**src/rtl/diaosi_types_pkg.sv**
```systemverilog
// Shared types for the datapath caches: icache FSM states and word geometry.
package diaosi_types_pkg;

   // Prefixed literals so they never collide with other IDLE states in the codebase.
   typedef enum logic {
      ICACHE_IDLE,
      ICACHE_FILL
   } icache_fsm_t;

   localparam int ICACHE_WORD_BYTES = 4;

endpackage

```
**src/rtl/icache_line_store.sv**
```systemverilog
// Direct-mapped line storage: valid bits, tags and multi-word data lines.
// Asynchronous read, one word write port, per-line valid set/clear, flush-all.
module icache_line_store
   import diaosi_types_pkg::*;
#(
   parameter int SETS        = 16,
   parameter int BLOCK_WORDS = 1,
   parameter int TAG_W       = 26,
   parameter int IDX_W       = $clog2(SETS),
   parameter int WS_W        = (BLOCK_WORDS > 1) ? $clog2(BLOCK_WORDS) : 1
) (
   input  logic             CLK,
   input  logic             RST,
   input  logic [IDX_W-1:0] rd_idx,
   input  logic [WS_W-1:0]  rd_wsel,
   output logic             rd_valid,
   output logic [TAG_W-1:0] rd_tag,
   output logic [31:0]      rd_data,
   input  logic             alloc,
   input  logic [IDX_W-1:0] alloc_idx,
   input  logic [TAG_W-1:0] alloc_tag,
   input  logic             word_we,
   input  logic [IDX_W-1:0] wr_idx,
   input  logic [WS_W-1:0]  wr_wsel,
   input  logic [31:0]      wr_data,
   input  logic             valid_set,
   input  logic             flush_all
);

   logic [SETS-1:0]  valid;
   logic [TAG_W-1:0] tags [SETS];
   logic [31:0]      data [SETS][BLOCK_WORDS];

   // Valid bits: only state that is reset; flush beats any set or clear.
   always_ff @(posedge CLK or posedge RST) begin
      if (RST) begin
         valid <= '0;
      end else if (flush_all) begin
         valid <= '0;
      end else begin
         if (alloc)     valid[alloc_idx] <= 1'b0;
         if (valid_set) valid[wr_idx]    <= 1'b1;
      end
   end

   // Tag captured when a line is allocated; data written one word per refill beat.
   always_ff @(posedge CLK) begin
      if (alloc)   tags[alloc_idx]       <= alloc_tag;
      if (word_we) data[wr_idx][wr_wsel] <= wr_data;
   end

   assign rd_valid = valid[rd_idx];
   assign rd_tag   = tags[rd_idx];
   assign rd_data  = data[rd_idx][rd_wsel];

endmodule

```
**src/rtl/icache_param.sv**
```systemverilog
// Parametrised direct-mapped blocking read-only instruction cache with
// critical-word-first wrapping refill, flush and saturating miss counter.
module icache_param
   import diaosi_types_pkg::*;
#(
   parameter int SETS        = 16,
   parameter int BLOCK_WORDS = 1
) (
   input  logic        CLK,
   input  logic        RST,
   input  logic        imemREN,
   input  logic [31:0] imemaddr,
   output logic        ihit,
   output logic [31:0] imemload,
   input  logic        flush,
   output logic        iREN,
   output logic [31:0] iaddr,
   input  logic        iwait,
   input  logic [31:0] iload,
   output logic [31:0] miss_cnt
);

   localparam int BYTE_W = $clog2(ICACHE_WORD_BYTES);
   localparam int IDX_W  = $clog2(SETS);
   localparam int WSEL_W = (BLOCK_WORDS > 1) ? $clog2(BLOCK_WORDS) : 0;
   localparam int WS_W   = (WSEL_W > 0) ? WSEL_W : 1;
   localparam int TAG_W  = 32 - BYTE_W - WSEL_W - IDX_W;
   localparam logic [WS_W-1:0] LAST_WORD = WS_W'(BLOCK_WORDS - 1);

   icache_fsm_t      state, next_state;
   logic [TAG_W-1:0] req_tag, ftag, rd_tag;
   logic [IDX_W-1:0] req_idx, fidx;
   logic [WS_W-1:0]  req_wsel, fwsel, cnt, fill_word;
   logic [31:0]      rd_data, miss_q;
   logic             rd_valid, line_hit, miss_start, xfer, last;

   function automatic logic [31:0] sat_inc(input logic [31:0] v);
      return (v == 32'hFFFF_FFFF) ? v : v + 32'd1;
   endfunction

   assign req_tag  = imemaddr[31 -: TAG_W];
   assign req_idx  = imemaddr[BYTE_W + WSEL_W +: IDX_W];
   assign req_wsel = (WSEL_W > 0) ? imemaddr[BYTE_W +: WS_W] : '0;

   assign line_hit   = rd_valid && (rd_tag == req_tag);
   assign ihit       = (state == ICACHE_IDLE) && imemREN && line_hit && !flush;
   assign imemload   = ihit ? rd_data : 32'd0;
   assign miss_start = (state == ICACHE_IDLE) && imemREN && !line_hit && !flush;

   // Refill walks the line from the requested word, wrapping modulo the line size.
   assign fill_word = fwsel + cnt;
   assign xfer      = (state == ICACHE_FILL) && !iwait && !flush;
   assign last      = (cnt == LAST_WORD);

   icache_line_store #(
      .SETS        (SETS),
      .BLOCK_WORDS (BLOCK_WORDS),
      .TAG_W       (TAG_W),
      .IDX_W       (IDX_W),
      .WS_W        (WS_W)
   ) u_store (
      .CLK       (CLK),
      .RST       (RST),
      .rd_idx    (req_idx),
      .rd_wsel   (req_wsel),
      .rd_valid  (rd_valid),
      .rd_tag    (rd_tag),
      .rd_data   (rd_data),
      .alloc     (miss_start),
      .alloc_idx (req_idx),
      .alloc_tag (req_tag),
      .word_we   (xfer),
      .wr_idx    (fidx),
      .wr_wsel   (fill_word),
      .wr_data   (iload),
      .valid_set (xfer && last),
      .flush_all (flush)
   );

   // Control state: FSM, beat counter and saturating miss counter.
   always_ff @(posedge CLK or posedge RST) begin
      if (RST) begin
         state  <= ICACHE_IDLE;
         cnt    <= '0;
         miss_q <= 32'd0;
      end else begin
         state <= next_state;
         if (miss_start) begin
            cnt    <= '0;
            miss_q <= sat_inc(miss_q);
         end else if (xfer) begin
            cnt <= cnt + WS_W'(1);
         end
      end
   end

   // Missing address held for the whole refill so fetch-side changes cannot disturb it.
   always_ff @(posedge CLK) begin
      if (miss_start) begin
         ftag  <= req_tag;
         fidx  <= req_idx;
         fwsel <= req_wsel;
      end
   end

   // Next state and refill request; flush abandons a partial line.
   always_comb begin
      next_state = state;
      iREN       = 1'b0;
      iaddr      = 32'd0;
      case (state)
         ICACHE_IDLE: begin
            if (miss_start) next_state = ICACHE_FILL;
         end
         ICACHE_FILL: begin
            iREN  = 1'b1;
            iaddr = (32'({ftag, fidx}) << (BYTE_W + WSEL_W)) | (32'(fill_word) << BYTE_W);
            if (flush)               next_state = ICACHE_IDLE;
            else if (!iwait && last) next_state = ICACHE_IDLE;
         end
         default: next_state = ICACHE_IDLE;
      endcase
   end

   assign miss_cnt = miss_q;

endmodule

```
**config.mk**
```make
export PLATFORM = sky130hd
export DESIGN_NAME = icache_param
export DESIGN_NICKNAME = d
export VERILOG_FILES = /design/src/rtl/diaosi_types_pkg.sv /design/src/rtl/icache_line_store.sv /design/src/rtl/icache_param.sv
export SDC_FILE = /design/constraint.sdc
export NUM_CORES = 1
export LEC_CHECK = 0
export CAP_MARGIN = 20
export CORE_MARGIN = 2
export CORE_UTILIZATION = 60
export CTS_CLUSTER_DIAMETER = 100
export DETAILED_ROUTE_END_ITERATION = 10
export PLACE_DENSITY_LB_ADDON = 0.05
export SKIP_CTS_REPAIR_TIMING = 1
export SYNTH_ARGS = -nofsm -noshare
export SYNTH_HDL_FRONTEND = slang
export SYNTH_SLANG_ARGS = --single-unit
```
**constraint.sdc**
```tcl
create_clock -name CLK -period 12.05 [get_ports CLK]
set_input_delay 2.41 -clock CLK [delete_from_list [all_inputs] [get_ports CLK]]
set_output_delay 2.41 -clock CLK [all_outputs]
set_load 0.02 [all_outputs]
```
==> impl_metrics.yaml <==
global_routing:
  grt_overflow_total: 0
  grt_max_degree: 76
  grt_use_total: 0.266
  gr-max-usage-layer: "met2"
  antenna_found_initial: 2
  met2_usage: 0.419
  met1_usage: 0.393
  grt_use_met3: 0.0465
  grt_pass1_vias: 20300
  grt_pass1_wl_um: 134000
placement:
  gp_congestion: 0.802
  post-place-ws_ns: 2.07
  portBuffers: 162
  hpwlAfterDp_um: 49700
  placed_cells: 2928
power_and_ir_drop:
  combPwrFrac: 0.058
  p_switching_mw: 1.53
  power.leakage_nw: 15.1
  peakVddDrop_uv: 123
  p_sw_frac: 0.210
  internal-power_mw: 5.75
  power_frac_seq: 0.534
  p_clk_frac: 0.409
  p_per_area_nw_per_um2: 158
  p_total_mw: 7.28
yosys:
  syn_area_per_cell_um2: 20.6
  ys_warn_count: 0
  synthCells: 1949
  synth_flop_cell: "edfxtp_1"
  ys_seq_area_frac: 0.749
  synth-async-reset-ratio: 0.0496
  synth_seq_cells: 1008
  yosysUniqueCellTypes: 76
  netlist_area_um2: 40100
  synth-edff-count: 958
critical_path:
  crit_required_ns: 9.64
  crit_path_end_kind: "primary output"
  cp_slowest_cell: "buf_4"
  crit_chain: "buf_8, buf_4, mux4_2, a22oi_1, nand2_1, xnor2_1, o2111ai_1, or4bb_1, nor4_4, buf_4, and3_1, clkdlybuf4s50_1"
  cp.arrival_ns: 7.61
  crit_path_start_kind: "input port"
  crit_top_cell: "buf_4"
  path_max_fanout: 75
  rrSetupSlack_ns: 7.44
  crit_type: "input port to primary output"
  slowest_delay_ns: 0.79
  worstReg2RegStart: "u_store.tags[10][1]"
  reg2regPathDepth: 11
  rr_endpoint: "u_store.tags[2][6]"
cts:
  cts.sinks: 1008
  cts_tree: "done"
  cts-root-buf: "clkbuf_16"
  clk_pin_slew_worst_paths_ns: 0.06
  worstSkewPairLatency_ns: 0.66
  clk_path_buf_depth: 3
  htreeDepth: 3
  cts_buffers: 100
sta:
  setup_tns_ns: 0
  worstMarginPinSlew_ns: 1.10
  rsz0062_at_grt: "false"
  post-route-period-util: 0.831
  hold_viol_final: 0
  timing.slew.headroom: 0.261
  hold_slack_ns: 0.483
  fmax_mhz: 99.8
  finalMaxSlewViolations: 0
  worst_slack_ns: 2.03
  skew_ns: 0.0234
  setup_violations: 0
  period_needed_ns: 10.02
layout:
  final_common_cell: "edfxtp_1"
  finalNonFillerCells: 3111
  nets: 2237
  drive_above_1_share: 0.221
  final_cell_mix: "edfxtp_1 (958), mux4_2 (233), clkdlybuf4s50_1 (158), clkbuf_16 (101), mux2i_1 (96)"
  syn_to_final_growth_pct: 14.6
route:
  detail_route.wl_per_cell_um: 29.2
  num_vias: 20300
  drc: 0
  via_per_inst: 6.51
  drt_iter0_markers: 2144
  ant_nets: 0
  firstDrtPassIters: 6
  wirelength_um: 91000
die:
  core_area_um2: 66000
  pin_count: 167
  rows: 94
  die_y_um: 263
  dieArea_um2: 68900
  die_x_um: 263
  initial_core_util: 0.608
run_status:
  status: "finished, final reports clean"
worst_hold_path:
  worstHoldStart: "miss_cnt[25]"
  holdPathEnd: "miss_cnt[25]"
  whs_path_depth: 1
  holdCritPathClass: "flip-flop to flip-flop"
job:
  drv_cap: 0
sequential cells by signal (all words and copies together), names as in the netlist:
signal and cells:
u_store.data 512, u_store.tags 416, miss_cnt 32, ftag 26
u_store.valid 16, fidx 4, cnt 1, state 1
critical path: cells and delay by family:
| kind | cells | cell delay (ns) |
|---|---|---|
| muxes | 1 | 0.63 |
| and+or+nand+nor | 4 | 1.23 |
| AOI/OAI and AO/OA | 2 | 0.40 |
| xor gates and xnor gates | 1 | 0.37 |
| buffers and inverters | 4 | 2.37 |
metrics by stage:
| stage | cell area (um2) | util |
|---|---|---|
| after floorplan | 40100 | - |
| after global placement | 42800 | 0.649 |
| after detailed placement | 42800 | 0.649 |
| after CTS | 45900 | 0.696 |
| after global routing | 45900 | 0.696 |
| final | 45900 | 0.696 |
synth_stat cells (4+ instances only):
cell	instances	share of area
o21ai_0	7	0.00087
inv_1	28	0.0026
nand3_1	24	0.0030
buf_6	8	0.0022
a22oi_1	21	0.0039
mux2_2	14	0.0039
nand4_1	34	0.0053
buf_1	6	0.00056
nor2_1	27	0.0025
a211oi_1	6	0.0011
or2_2	5	0.00078
mux4_2	233	0.13
a31oi_1	4	0.00062
nor3_1	15	0.0019
xnor2_1	44	0.0096
o22ai_1	6	0.00094
nand2_2	7	0.0011
nand3b_1	4	0.00075
and3_1	46	0.0072
xor2_1	9	0.0020
a22o_1	4	0.00087
o31ai_1	4	0.00075
edfxtp_1	958	0.72
nand2b_1	6	0.00094
a21oi_1	9	0.0011
mux2i_1	96	0.024
nand2_1	47	0.0044
and2_1	38	0.0059
nor2b_1	12	0.0019
a31o_1	4	0.00087
buf_2	31	0.0039
nor4_1	9	0.0014
a31o_2	15	0.0033
clkbuf_1	44	0.0041
dfrtp_1	50	0.031
buf_4	14	0.0026
area by class of cell:
cell class,instances,area [um2]
Sequential cell,1008,30000
Fill cell,4089,20000
Multi-Input combinational cell,806,9520
Clock buffer,126,2620
Timing Repair Buffer,221,2100
Tap cell,864,1080
Clock inverter,55,490
Inverter,30,114
Antenna cell,1,2.50
power by group through the flow:
stage	Clock, mW	Combinational (mW)	Sequential, mW
finish	2.97	0.419	3.88
global route	3.15	0.448	3.88
CTS	3.02	0.421	3.88
detailed placement	0	0.420	3.95
global placement	0	0.412	3.95
floorplan	0	0.234	3.96
kinds of logic after synthesis:
group	Yosys count	share of synthesized area
mux	344	0.159
buf+inv	136	0.0175
compound gates	116	0.0224
fa+ha+maj	1	0.000312
simple gates	290	0.0404
flops	1008	0.749
xor+xnor	53	0.0116
other cells	1	0.0000935
worst max-delay path by stage:
stage               slack (ns)         from            to
floorplan                 4.34  imemaddr[3]  imemload[24]
global placement          2.19  imemaddr[2]  imemload[29]
detailed placement        2.07  imemaddr[2]  imemload[27]
CTS                       2.08  imemaddr[2]  imemload[27]
global route              1.73  imemaddr[2]  imemload[27]
finish                    2.03  imemaddr[2]  imemload[27]
per-layer routing:
metal	up-vias	part of all wire
met1	10700	0.41
met5	-	0
met4	0	0.024
li1	8516	-
met2	902	0.49
met3	169	0.078
No activity file was read; power rests on OpenSTA's default activity.
